--- config.mk ---
export PLATFORM = sky130hd
export DESIGN_NAME = irq_controller_flat
export DESIGN_NICKNAME = d
export VERILOG_FILES = /design/src/rtl/irq_ctrl_pkg.sv /design/src/rtl/irq_controller_if.sv /design/src/rtl/irq_timer.sv /design/src/rtl/irq_controller.sv /design/src/flat_wrapper.sv
export SDC_FILE = /design/constraint.sdc
export NUM_CORES = 1
export LEC_CHECK = 0
export ABC_CLOCK_PERIOD_IN_PS = 1500
export CAP_MARGIN = 20
export CORE_MARGIN = 2
export CORE_UTILIZATION = 29
export DETAILED_ROUTE_END_ITERATION = 10
export PLACE_DENSITY_LB_ADDON = 0.05
export SLEW_MARGIN = 15
export SYNTH_ARGS = -nofsm -noshare
export SYNTH_HDL_FRONTEND = slang
export SYNTH_SLANG_ARGS = --single-unit
export TNS_END_PERCENT = 10
--- constraint.sdc ---
create_clock -name clk -period 1.5 [get_ports clk]
set_input_delay 0.225 -clock clk [delete_from_list [all_inputs] [get_ports clk]]
set_output_delay 0.225 -clock clk [all_outputs]
set_load 0.005 [all_outputs]
--- src/rtl/irq_ctrl_pkg.sv ---
// rtl/irq_ctrl_pkg.sv - shared constants and FSM encoding for the interrupt controller
// Contents: register byte offsets inside the 32-byte window, TCON bit
// positions, and the request/service FSM state encoding.
package irq_ctrl_pkg;

    localparam logic [4:0] OFF_TH    = 5'h00;
    localparam logic [4:0] OFF_TL    = 5'h04;
    localparam logic [4:0] OFF_TCON  = 5'h08;
    localparam logic [4:0] OFF_IMASK = 5'h0C;
    localparam logic [4:0] OFF_IPEND = 5'h10;
    localparam logic [4:0] OFF_ISRC  = 5'h14;

    localparam int TCON_EN = 0;
    localparam int TCON_IE = 1;
    localparam int TCON_TF = 2;

    typedef enum logic [1:0] {
        ST_IDLE    = 2'd0,
        ST_SIGNAL  = 2'd1,
        ST_SERVICE = 2'd2
    } state_t;

endpackage

--- src/rtl/irq_controller_if.sv ---
// rtl/irq_controller_if.sv - data-bus, interrupt-line and core-handshake bundle
// Signals: addr/wdata/rd/wr/rdata (data-memory bus), ext_irq (external
// level requests), irq_ack/irq_done (core handshake), irq/irq_id (request).
// master = core/bus side, slave = controller side.
interface irq_controller_if #(
    parameter int NUM_SRC = 4
);
    logic [31:0]        addr;
    logic [31:0]        wdata;
    logic               rd;
    logic               wr;
    logic [31:0]        rdata;
    logic [NUM_SRC-2:0] ext_irq;
    logic               irq_ack;
    logic               irq_done;
    logic               irq;
    logic [4:0]         irq_id;

    modport master (
        output addr, wdata, rd, wr, ext_irq, irq_ack, irq_done,
        input  rdata, irq, irq_id
    );

    modport slave (
        input  addr, wdata, rd, wr, ext_irq, irq_ack, irq_done,
        output rdata, irq, irq_id
    );
endinterface

--- src/rtl/irq_timer.sv ---
// rtl/irq_timer.sv - reloadable 32-bit timer (TH/TL/TCON), built only with IRQ_TIMER_EN
// Ports: clk, reset (async active-low), wr_th/wr_tl/wr_tcon (decoded write
// strobes), wdata; th, tl, tcon {TF,IE,EN}, ovf_irq (combinational request
// to set pend[0] on the overflowing edge).
module irq_timer
    import irq_ctrl_pkg::*;
(
    input  logic        clk,
    input  logic        reset,
    input  logic        wr_th,
    input  logic        wr_tl,
    input  logic        wr_tcon,
    input  logic [31:0] wdata,
    output logic [31:0] th,
    output logic [31:0] tl,
    output logic [2:0]  tcon,
    output logic        ovf_irq
);
    logic en;
    logic ie;
    logic tf;
    logic wrap;

    assign wrap    = en && (tl == 32'hFFFF_FFFF);
    assign ovf_irq = wrap && ie;
    assign tcon    = {tf, ie, en};

    always_ff @(posedge clk or negedge reset) begin
        if (!reset) begin
            th <= '0;
            tl <= '0;
            en <= 1'b0;
            ie <= 1'b0;
            tf <= 1'b0;
        end else begin
            if (wr_th)
                th <= wdata;
            // Software write to TL beats both reload and increment.
            if (wr_tl)
                tl <= wdata;
            else if (wrap)
                tl <= th;
            else if (en)
                tl <= tl + 32'd1;
            if (wr_tcon) begin
                en <= wdata[TCON_EN];
                ie <= wdata[TCON_IE];
            end
            // W1C on TF; an overflow in the same cycle keeps it set.
            tf <= (tf & ~(wr_tcon & wdata[TCON_TF])) | wrap;
        end
    end
endmodule

--- src/rtl/irq_controller.sv ---
// rtl/irq_controller.sv - memory-mapped interrupt controller with one outstanding request
// Ports: clk, reset (async active-low), bus (irq_controller_if.slave:
// addr/wdata/rd/wr/rdata, ext_irq, irq_ack, irq_done, irq, irq_id).
// Parameters: NUM_SRC (source 0 = timer, 1..NUM_SRC-1 external), BASE_ADDR.
// Build option: IRQ_TIMER_EN includes the timer; without it source 0 is dead.
module irq_controller
    import irq_ctrl_pkg::*;
#(
    parameter int          NUM_SRC   = 4,
    parameter logic [31:0] BASE_ADDR = 32'h4000_0000
) (
    input  logic             clk,
    input  logic             reset,
    irq_controller_if.slave  bus
);
    localparam logic [NUM_SRC-1:0] ONE = {{(NUM_SRC-1){1'b0}}, 1'b1};
`ifdef IRQ_TIMER_EN
    localparam logic [NUM_SRC-1:0] VALID = '1;
`else
    localparam logic [NUM_SRC-1:0] VALID = ~ONE;
`endif

    logic               in_win;
    logic [4:0]         off;
    logic               wr_hit;
    logic [31:0]        th, tl;
    logic [2:0]         tcon;
    logic               tmr_set;
    logic [NUM_SRC-2:0] sync1, sync2, prev;
    logic [NUM_SRC-2:0] ext_rise;
    logic [NUM_SRC-1:0] pend, imask, req, clr_vec, ack_clr;
    logic [4:0]         low_id;
    logic               ack_take;
    state_t             state;
    logic               irq_r;
    logic [4:0]         irq_id_r;
    logic               unused_bits;

    assign in_win = (bus.addr[31:5] == BASE_ADDR[31:5]);
    assign off    = {bus.addr[4:2], 2'b00};
    assign wr_hit = bus.wr && in_win;
    assign unused_bits = ^{bus.addr[1:0], bus.wdata};

`ifdef IRQ_TIMER_EN
    irq_timer u_timer (
        .clk     (clk),
        .reset   (reset),
        .wr_th   (wr_hit && off == OFF_TH),
        .wr_tl   (wr_hit && off == OFF_TL),
        .wr_tcon (wr_hit && off == OFF_TCON),
        .wdata   (bus.wdata),
        .th      (th),
        .tl      (tl),
        .tcon    (tcon),
        .ovf_irq (tmr_set)
    );
`else
    assign th      = '0;
    assign tl      = '0;
    assign tcon    = '0;
    assign tmr_set = 1'b0;
`endif

    // Two-flop synchroniser followed by a rising-edge detector per line.
    always_ff @(posedge clk or negedge reset) begin
        if (!reset) begin
            sync1 <= '0;
            sync2 <= '0;
            prev  <= '0;
        end else begin
            sync1 <= bus.ext_irq;
            sync2 <= sync1;
            prev  <= sync2;
        end
    end
    assign ext_rise = sync2 & ~prev;

    assign ack_take = (state == ST_SIGNAL) && bus.irq_ack;
    assign ack_clr  = ack_take ? (ONE << irq_id_r) : '0;
    assign clr_vec  = ack_clr |
                      ((wr_hit && off == OFF_IPEND) ? bus.wdata[NUM_SRC-1:0] : '0);

    // Sets are applied after clears so a same-cycle set always survives.
    always_ff @(posedge clk or negedge reset) begin
        if (!reset) begin
            pend  <= '0;
            imask <= '0;
        end else begin
            pend <= ((pend & ~clr_vec) | {ext_rise, tmr_set}) & VALID;
            if (wr_hit && off == OFF_IMASK)
                imask <= bus.wdata[NUM_SRC-1:0] & VALID;
        end
    end

    // Lowest index wins: scan downwards so the last hit is the smallest.
    always_comb begin
        req    = pend & imask;
        low_id = '0;
        for (int i = NUM_SRC - 1; i >= 0; i--) begin
            if (req[i])
                low_id = 5'(i);
        end
    end

    always_ff @(posedge clk or negedge reset) begin
        if (!reset) begin
            state    <= ST_IDLE;
            irq_r    <= 1'b0;
            irq_id_r <= '0;
        end else begin
            case (state)
                ST_IDLE: begin
                    if (|req) begin
                        irq_id_r <= low_id;
                        irq_r    <= 1'b1;
                        state    <= ST_SIGNAL;
                    end
                end
                ST_SIGNAL: begin
                    if (bus.irq_ack) begin
                        irq_r <= 1'b0;
                        state <= ST_SERVICE;
                    end
                end
                ST_SERVICE: begin
                    if (bus.irq_done)
                        state <= ST_IDLE;
                end
                default: begin
                    irq_r <= 1'b0;
                    state <= ST_IDLE;
                end
            endcase
        end
    end

    assign bus.irq    = irq_r;
    assign bus.irq_id = irq_id_r;

    always_comb begin
        bus.rdata = '0;
        if (bus.rd && in_win) begin
            case (off)
                OFF_TH:    bus.rdata = th;
                OFF_TL:    bus.rdata = tl;
                OFF_TCON:  bus.rdata = {29'b0, tcon};
                OFF_IMASK: bus.rdata = 32'(imask);
                OFF_IPEND: bus.rdata = 32'(pend);
                OFF_ISRC:  bus.rdata = {27'b0, irq_id_r};
                default:   bus.rdata = '0;
            endcase
        end
    end
endmodule

--- src/flat_wrapper.sv ---
// flat-port wrapper written by rule: the top's interface ports become plain ports
module irq_controller_flat import irq_ctrl_pkg::*;
#(
    parameter int          NUM_SRC   = 4,
    parameter logic [31:0] BASE_ADDR = 32'h4000_0000
)
  (clk, reset, bus_addr, bus_wdata, bus_rd, bus_wr, bus_ext_irq, bus_irq_ack, bus_irq_done, bus_rdata, bus_irq, bus_irq_id);
  irq_controller_if #(.NUM_SRC(NUM_SRC)) bus_i ();
  input  logic clk;
  input  logic reset;
  input wire logic [$bits(bus_i.addr)-1:0] bus_addr;
  input wire logic [$bits(bus_i.wdata)-1:0] bus_wdata;
  input wire logic [$bits(bus_i.rd)-1:0] bus_rd;
  input wire logic [$bits(bus_i.wr)-1:0] bus_wr;
  input wire logic [$bits(bus_i.ext_irq)-1:0] bus_ext_irq;
  input wire logic [$bits(bus_i.irq_ack)-1:0] bus_irq_ack;
  input wire logic [$bits(bus_i.irq_done)-1:0] bus_irq_done;
  output wire logic [$bits(bus_i.rdata)-1:0] bus_rdata;
  output wire logic [$bits(bus_i.irq)-1:0] bus_irq;
  output wire logic [$bits(bus_i.irq_id)-1:0] bus_irq_id;
  assign bus_i.addr = bus_addr;
  assign bus_i.wdata = bus_wdata;
  assign bus_i.rd = bus_rd;
  assign bus_i.wr = bus_wr;
  assign bus_i.ext_irq = bus_ext_irq;
  assign bus_i.irq_ack = bus_irq_ack;
  assign bus_i.irq_done = bus_irq_done;
  assign bus_rdata = bus_i.rdata;
  assign bus_irq = bus_i.irq;
  assign bus_irq_id = bus_i.irq_id;
  irq_controller #(.NUM_SRC(NUM_SRC), .BASE_ADDR(BASE_ADDR)) u_core (.clk(clk), .reset(reset), .bus(bus_i));
endmodule
==> impl_table.tex, run 1 <==
\begin{tabular}{lr}
\hline
Metric & Value \\
\hline
\multicolumn{2}{l}{\textbf{Run status}} \\
\quad Run status & finished with violations \\
\quad Violations in the final reports & negative setup slack \\
\multicolumn{2}{l}{\textbf{Global routing}} \\
\quad Number of antenna violations at the first check in global routing & 0 \\
\quad Number of global-route vias before repair & $\sim$950 \\
\quad First-pass GRT wire length & 4243 um \\
\quad Global route total overflow & 0 \\
\quad Global routing usage summed across all routing layers & 12.51\% \\
\quad Maximum number of pins on one net before global-route repair & 21 \\
\multicolumn{2}{l}{\textbf{Setup path}} \\
\quad Crit-path cells & buf\_6 -> nor4\_4 -> nand2\_1 -> or3\_4 -> buf\_6 -> nor2\_4 -> buf\_2 \\
\quad Worst reg2reg path endpoint & u\_core.pend[3] \\
\quad Path depth of the worst reg2reg path & 4 \\
\quad Maximum fanout along the worst path & 4 \\
\quad Timing startpoint of the critical path & bus\_addr[15] \\
\quad Worst Path Class, Setup & input pin to primary output \\
\quad Delay-heaviest family, CP & simple AND/OR/NAND/NOR gates \\
\quad Required time at the endpoint of the critical path & roughly 1.3 ns \\
\quad Data arrival time of the critical path & around 1.4 ns \\
\quad Largest incremental delay on the critical path & 0.43 ns \\
\quad Launch point of the worst reg-to-reg path & u\_core.state[1] \\
\quad Critical path launch point type & input pin \\
\quad Capturing element type of the critical path & primary output \\
\quad Worst reg-to-reg setup slack & 0.16 ns \\
\quad Max stage delay cell, worst path & or3\_4 \\
\quad Critical path depth in cells & 7 \\
\quad Count of buffering cells on the critical path with inverters included & 3 \\
\quad Most repeated library cell on the critical path & buf\_6 \\
\multicolumn{2}{l}{\textbf{Routing}} \\
\quad Iteration count of the initial detailed-routing pass & 4 \\
\quad Number of routed nets with antenna violations & 0 \\
\quad Drt via density & 4.315 \\
\quad Routed wire length & between 2000 and 3000 um \\
\quad Average wire per standard cell & approximately 12 um \\
\quad DRC viols & 0 \\
\quad Number of DRC markers after the initial detailed-route iteration & 14 \\
\quad Total number of vias & about 1000 \\
\multicolumn{2}{l}{\textbf{Timing}} \\
\quad Slew Viols, Final & 0 \\
\quad RSZ-0062 raised after global routing & yes \\
\quad Worst-case clock skew & approximately 0.0036 ns \\
\quad Maximum clock rate & just over 600 MHz \\
\quad Final Hold Slack & around 0.3 ns \\
\quad Total setup violations reported at the end of the flow & 4 \\
\quad Final number of hold-violating endpoints & 0 \\
\quad Final cycle utilization of the critical path & 110.3\% \\
\quad Shortest clock period the worst path allows after layout & approximately 1.7 ns \\
\quad Final Worst Setup Slack & -0.1550 ns \\
\multicolumn{2}{l}{\textbf{Finish}} \\
\quad Layout area overhead & 59.78\% \\
\quad Area used by sequential logic in the layout & $\sim$500 um2 \\
\quad Fill cell count & approximately 360 \\
\quad Most common library cell in the layout ignoring fill and taps & conb\_1 \\
\quad Number of inserted diodes & 0 \\
\quad Fraction of layout instances using a drive strength above 1 & between 30\% and 40\% \\
\quad Utilization after layout & 48.78\% \\
\quad Summed area of non-filler cells in the final layout & approximately 1800 um2 \\
\quad Most frequent cells in the layout & conb\_1 (31), dfrtp\_1 (20), buf\_4 (17) \\
\quad Number of nets in the layout & between 200 and 300 \\
\quad Total area of multi-input combinational cells & 590.6 um2 \\
\multicolumn{2}{l}{\textbf{Synthesis}} \\
\quad Total of flip-flops plus latches after synthesis & 20 \\
\quad Gate Count Post-Synth & approximately 110 \\
\quad Unique masters post-synth & 28 \\
\quad Average instance area after synthesis & 9.878 um2 \\
\quad Seq/Total Area, Yosys & around 44\% \\
\quad Synthesized area & between 1000 and 1500 um2 \\
\quad Number of warning messages in the yosys log & 0 \\
\multicolumn{2}{l}{\textbf{Floorplan}} \\
\quad \# IOs & $\sim$110 \\
\quad Initial cell density of the core & between 30\% and 40\% \\
\quad DIE HEIGHT & between 60 and 70 um \\
\quad Total Die Area & approximately 4400 um2 \\
\quad Number of core rows & 22 \\
\quad Die X-Extent & about 66 um \\
\quad Placeable core region & approximately 3700 um2 \\
\multicolumn{2}{l}{\textbf{Clock tree}} \\
\quad Number of hold buffers added after cts & 0 \\
\quad Clock slew at the register clock pins of the worst setup and hold paths & about 0.070 ns \\
\quad Sink Count & 20 \\
\quad Number of buffers between clock root and the deepest sink & 2 \\
\quad Root cell of the clock tree & clkbuf\_8 \\
\quad Level count of the clock H-tree & 1 \\
\quad Cts bufs inserted & 3 \\
\quad Worst-Skew Late Latency & 0.25 ns \\
\quad CTS tree & built \\
\multicolumn{2}{l}{\textbf{Min path}} \\
\quad Worst min-delay path class & input pin to asynchronous set/reset pin \\
\multicolumn{2}{l}{\textbf{Pwr}} \\
\quad Leakage & $\sim$0.88 nW \\
\quad VDD IR-drop max & roughly 0.00049 V \\
\quad Power density relative to cell area & between 600 and 700 nW/um2 \\
\multicolumn{2}{l}{\textbf{Run}} \\
\quad Max-capacitance violation count & 0 \\
\multicolumn{2}{l}{\textbf{Placement}} \\
\quad Area of placed instances & approximately 1700 um2 \\
\quad HPWL Detailed & $\sim$2200 um \\
\quad Final estimated routing congestion in global placement & approximately 0.75 \\
\quad PortBufs & 48 \\
\hline
\end{tabular}
-- routing by layer --
layer	vias to the layer above	part of all wire, %	track usage (%)
met5	-	0	0
met4	0	0.53	3.061
met3	2	14	4.429
met2	53	50	22.75
met1	467	36	13.74
li1	479	-	-
-- worst max path at each step --
stage,end,slack (ns)
after CTS,bus_rdata[3],-0.17
after floorplan,bus_rdata[0],0.1
after global placement,bus_rdata[3],-0.94
after detailed placement,bus_rdata[3],-0.90
after global routing,bus_rdata[3],-0.24
final,bus_rdata[3],-0.15
-- area by class of cell --
class	instances	share of cell area, %
inverter	5	1.043
clock buffer	4	3.060
multi-input combinational	88	32.82
sequential	20	27.82
timing repair buffer	67	31.92
tap	48	3.338
-- synth_stat cells, drive strengths merged --
master,instances,area (um2)
buf,31,232.7
dfrtp,20,500.5
nand2,7,26.28
o21ai,6,30.03
inv,5,18.77
nand3,5,25.02
nor2,5,18.77
nor4,5,31.28
a22oi,3,22.52
mux2,3,33.78
nor3,3,20.02
nand3b,2,15.01
nand4,2,12.51
nand4b,2,17.52
o21bai,2,15.01
o22ai,2,12.51
a21boi,1,7.510
a22o,1,8.760
a2bb2oi,1,8.760
and3b,1,8.760
conb,1,3.750
nand2b,1,6.260
nor3b,1,7.510
nor4b,1,15.01
o311ai,1,8.760
o31ai,1,7.510
or3,1,11.26
-- cells by family (layout without fill, tap and decap cells) --
kind of cell	after synthesis	after routing	synth area share, %
mux	3	3	3.000
flops	20	20	44.44
other cells	1	31	0.3330
compound gates	18	18	10.78
simple gates	36	36	19.11
buf+inv	36	76	22.33
-- what timing repair did --
action,4_1_cts,5_1_grt
endpoints found under the setup margin,10,9
hold endpoints to repair,0,0
resized for setup,118,8
pin swaps,16,1
setup buffers,3,1
-- worst register-to-register path: stages, from the launching register on --
cell      delay [ns]
dfrtp_1         0.41
nand4b_1        0.21
o21ai_0         0.31
o22ai_1         0.13
o21bai_1        0.16
-- report_power, final --
group	total [mW]	internal, mW	switching, mW
Sequential	0.558	0.553	0.00494
Clock	0.400	0.233	0.167
Combinational	0.185	0.107	0.0779
Total	1.14	0.894	0.250
-- flip-flops by register name, indices dropped and copies added (netlist names) --
signal             cells
u_core.sync1           3
u_core.imask           3
u_core.bus.irq_id      2
u_core.bus.irq         1
u_core.state           2
u_core.prev            3
u_core.pend            3
u_core.sync2           3
-- per-stage QoR --
step / std cells / setup TNS (ns) / power (mW) / worst slack [ns]
2_1_floorplan: 144 / 0 / 0.6622 / 0.09523
3_3_place_gp: 224 / -5.891 / 0.7465 / -0.9365
3_5_place_dp: 224 / -5.867 / 0.7489 / -0.8960
4_1_cts: 231 / -0.3540 / 1.142 / -0.1684
5_1_grt: 232 / -0.7892 / 1.199 / -0.2365
6_report: 232 / -0.3473 / 1.144 / -0.1550
Note: power is estimated with default switching activity, not from simulation.
==> run 2, diff against run 1 <==
- ABC_AREA: not set -> 1
- CORE_UTILIZATION: 29 -> 30
==> run 2 against run 1 <==
Against the previous run:
- the flow now finishes without violations
- count of clock-buffer cells in the layout is 1 lower
- first-iteration DRC count up 14%
- worst hold slack gained 0.0022 ns
- critical path depth shrank 5
- maximum frequency increased by 15%
- routed wire length is 12% lower
- non-clock buffer count decreased by 8
- combinational power fell by 15%
- via count up 1.8%
- flip-flop and latch count unchanged
- synthesized cell count up 27%
- worst setup slack improved by 0.21 ns
==> impl_table.tex, run 2 <==
\begin{tabular}{lr}
\hline
Metric & Value \\
\hline
\multicolumn{2}{l}{\textbf{Run status}} \\
\quad Run status & finished clean \\
\multicolumn{2}{l}{\textbf{Floorplan}} \\
\quad Number of core rows & 22 \\
\quad Total Die Area & 4508 um2 \\
\quad \# IOs & $\sim$110 \\
\quad Die X-Extent & about 67 um \\
\quad DIE HEIGHT & around 67 um \\
\quad Initial cell density of the core & about a third \\
\quad Placeable core region & around 3700 um2 \\
\multicolumn{2}{l}{\textbf{Synthesis}} \\
\quad Number of warning messages in the yosys log & 0 \\
\quad Top cells by instance count after synthesis & nand2\_1 (34), buf\_4 (31), dfrtp\_1 (20), nor2\_1 (17), inv\_1 (12) \\
\quad Average instance area after synthesis & between 8 and 9 um2 \\
\quad Share of async-settable or async-resettable flops after synthesis & 100.0\% \\
\quad Share of the synthesized area in the top cell type & approximately two fifths \\
\quad Number of flops mapped to enable cells by yosys & 0 \\
\quad Total of flip-flops plus latches after synthesis & 20 \\
\quad Top-count cell post-synth & nand2\_1 \\
\quad Post-Synth XOR/XNOR Area & 0\% \\
\quad Adder-Cell Fraction of Synth Area & 0\% \\
\quad Area leader, netlist & dfrtp\_1 \\
\quad Mux contribution to synthesized area & 0\% \\
\quad Seq/Total Area, Yosys & around two fifths \\
\quad Leading post-synthesis cells by cell area & dfrtp\_1 (42\%), buf\_4 (19\%), nand2\_1 (11\%) \\
\quad Unique masters post-synth & 23 \\
\quad Synthesized-area fraction occupied by ao, oa, aoi and oai cells & under 10\% \\
\quad Fraction of the mapped netlist area in simple logic gates & approximately a quarter \\
\quad Dominant combinational cell family by area after synthesis & simple AND/OR/NAND/NOR gates \\
\quad Synthesized area & roughly 1200 um2 \\
\quad Gate Count Post-Synth & roughly 150 \\
\quad Main flop type after synthesis & dfrtp\_1 \\
\multicolumn{2}{l}{\textbf{Pwr}} \\
\quad Internal power of the cells & about 0.8 mW \\
\quad Power density relative to cell area & around 620 nW/um2 \\
\quad Proportion of power drawn by the clock network & 31.5\% \\
\quad Leakage & 0.8620 nW \\
\quad Comb power frac & between 10\% and 20\% \\
\quad VDD IR-drop max & about 0.00050 V \\
\quad NetSw & between 0.2 and 0.25 mW \\
\quad Sequential group share of total power & a little over half \\
\quad Sw frac & between 20\% and 30\% \\
\multicolumn{2}{l}{\textbf{Setup path}} \\
\quad Capturing element type of the critical path & primary output \\
\quad Worst reg-to-reg setup slack & about 0.39 ns \\
\quad Max stage delay cell, worst path & clkdlybuf4s50\_1 \\
\quad Largest incremental delay on the critical path & between 0.4 and 0.5 ns \\
\quad Critical path launch point type & register \\
\quad Worst Path Class, Setup & register to primary output \\
\quad Data arrival time of the critical path & between 1 and 1.5 ns \\
\quad Required time at the endpoint of the critical path & roughly 1.3 ns \\
\quad Maximum fanout along the worst path & 3 \\
\quad Crit-path cells & buf\_4 -> clkdlybuf4s50\_1 \\
\multicolumn{2}{l}{\textbf{Clock tree}} \\
\quad Root cell of the clock tree & clkbuf\_8 \\
\quad Level count of the clock H-tree & 1 \\
\quad CTS tree & built \\
\quad Number of hold buffers added after cts & 0 \\
\quad Clock slew at the register clock pins of the worst setup and hold paths & 0.07 ns \\
\quad Cts bufs inserted & 3 \\
\quad Worst-Skew Late Latency & 0.25 ns \\
\quad Number of buffers between clock root and the deepest sink & 2 \\
\quad Sink Count & 20 \\
\multicolumn{2}{l}{\textbf{Finish}} \\
\quad Most frequent cells in the layout & nand2\_1 (33), conb\_1 (31), dfrtp\_1 (20) \\
\quad Layout area overhead & 41.42\% \\
\quad Most common library cell in the layout ignoring fill and taps & nand2\_1 \\
\quad Fill cell count & about 370 \\
\quad Fraction of layout instances using a drive strength above 1 & between 20 and 25\% \\
\quad Summed area of non-filler cells in the final layout & between 1500 and 2000 um2 \\
\quad Number of inserted diodes & 0 \\
\quad Utilization after layout & 45.19\% \\
\quad Number of nets in the layout & 281 \\
\multicolumn{2}{l}{\textbf{Timing}} \\
\quad RSZ-0062 raised after global routing & no \\
\quad Final number of hold-violating endpoints & 0 \\
\quad Slew Viols, Final & 0 \\
\quad Final Hold Slack & $\sim$0.31 ns \\
\quad Final cycle utilization of the critical path & a little over nine tenths \\
\quad Worst-case clock skew & roughly 0.0012 ns \\
\quad Maximum clock rate & 693.7 MHz \\
\quad Shortest clock period the worst path allows after layout & around 1.4 ns \\
\quad Total setup violations reported at the end of the flow & 0 \\
\multicolumn{2}{l}{\textbf{Routing}} \\
\quad Drt via density & 4.012 \\
\quad Average wire per standard cell & roughly 9.8 um \\
\quad Iteration count of the initial detailed-routing pass & 4 \\
\quad Total number of vias & around 1000 \\
\quad Routed wire length & between 2000 and 2500 um \\
\quad Number of routed nets with antenna violations & 0 \\
\quad DRC viols & 0 \\
\quad Number of DRC markers after the initial detailed-route iteration & 16 \\
\multicolumn{2}{l}{\textbf{Global routing}} \\
\quad First-pass GRT wire length & between 3000 and 4000 um \\
\quad Number of global-route vias before repair & 925 \\
\quad Most used routing layer in global routing & met2 \\
\quad Maximum number of pins on one net before global-route repair & 21 \\
\quad Global route total overflow & 0 \\
\quad Number of antenna violations at the first check in global routing & 0 \\
\quad Met1 Use GR & between 10\% and 20\% \\
\quad Global routing usage summed across all routing layers & 11.31\% \\
\quad GR met2 Demand/Resource & around 20\% \\
\quad Met3 global-route usage & under 10\% \\
\multicolumn{2}{l}{\textbf{Placement}} \\
\quad Area of placed instances & 1684 um2 \\
\quad Final estimated routing congestion in global placement & between 0.7 and 0.8 \\
\quad PortBufs & 48 \\
\quad HPWL Detailed & around 2100 um \\
\multicolumn{2}{l}{\textbf{Run}} \\
\quad Max-capacitance violation count & 0 \\
\multicolumn{2}{l}{\textbf{Min path}} \\
\quad Worst min-delay path class & input pin to asynchronous set/reset pin \\
\hline
\end{tabular}
==> run 2: cell types whose count changed in the layout (fill, tap and decap cells not counted), moves of 6 or more <==
cell             delta
buf_2               -9
buf_4               -6
buf_6              -11
clkbuf_2           +13
clkdlybuf4s15_1     +6
inv_1               +6
nand2_1            +26
nor2_1             +14
==> run 2: path summary, 6_finish.rpt <==
check                                startpoint         endpoint  cells after the start
min in group clk                u_core.sync1[1]  u_core.sync2[1]                      0
hold reg to reg                 u_core.sync1[1]  u_core.sync2[1]                      0
max in group asynchronous                 reset  u_core.imask[1]                      2
setup reg to reg                u_core.state[1]  u_core.state[0]                      4
setup / recovery           u_core.bus.irq_id[0]    bus_irq_id[0]                      2
hold / removal                            reset   u_core.prev[0]                      2
==> run 2: power by group through the flow <==
stage,registers (mW),logic (mW),clock network [mW]
2_1_floorplan,0.567,0.0999,0
3_3_place_gp,0.568,0.179,0
3_5_place_dp,0.568,0.181,0
4_1_cts,0.558,0.164,0.342
5_1_grt,0.559,0.180,0.367
6_report,0.558,0.158,0.329
==> run 2: logic make-up (layout without fill, tap and decap cells) <==
logic type      count (synthesis)  after routing
other cells                     1             31
flops                          20             20
compound gates                 15             15
buf+inv                        43             74
simple gates                   66             66
==> run 2: cell type report <==
cell class | instances | area, um2 | share of cell area (%)
multi-input combinational | 112 | 571.8 | 33.80
sequential | 20 | 500.5 | 29.59
timing repair buffer | 59 | 473.0 | 27.96
tap | 48 | 60.06 | 3.550
inverter | 12 | 45.04 | 2.663
clock buffer | 3 | 41.29 | 2.441
==> run 2: worst max-delay path: cells and delay by family, from the launching register on <==
kind / cells / cell delay, ns
DFF: 1 / 0.35
buffers and inverters: 2 / 0.62
==> run 2: what timing repair did <==
item                                    4_1_cts  5_1_grt
hold endpoints to repair                      0        0
endpoints found under the setup margin        4        4
buffers inserted                              2        0
pin swaps                                    28       24
resized for setup                            68       26
==> run 2: layer usage <==
layer	wire, um	vias to the layer above
li1	-	521
met1	1068	450
met2	1154	46
met3	259	2
met4	15	0
met5	0	-
==> run 2: per-stage QoR <==
stage	total power, mW	setup slack [ns]	std cells	setup TNS, ns
final	1.045	0.05845	254	0
after global routing	1.106	0.0001983	254	0
after CTS	1.065	0.0003029	254	0
after floorplan	0.6670	0.3161	175	0
after detailed placement	0.7488	-0.6517	249	-3.382
after global placement	0.7464	-0.6247	249	-3.209
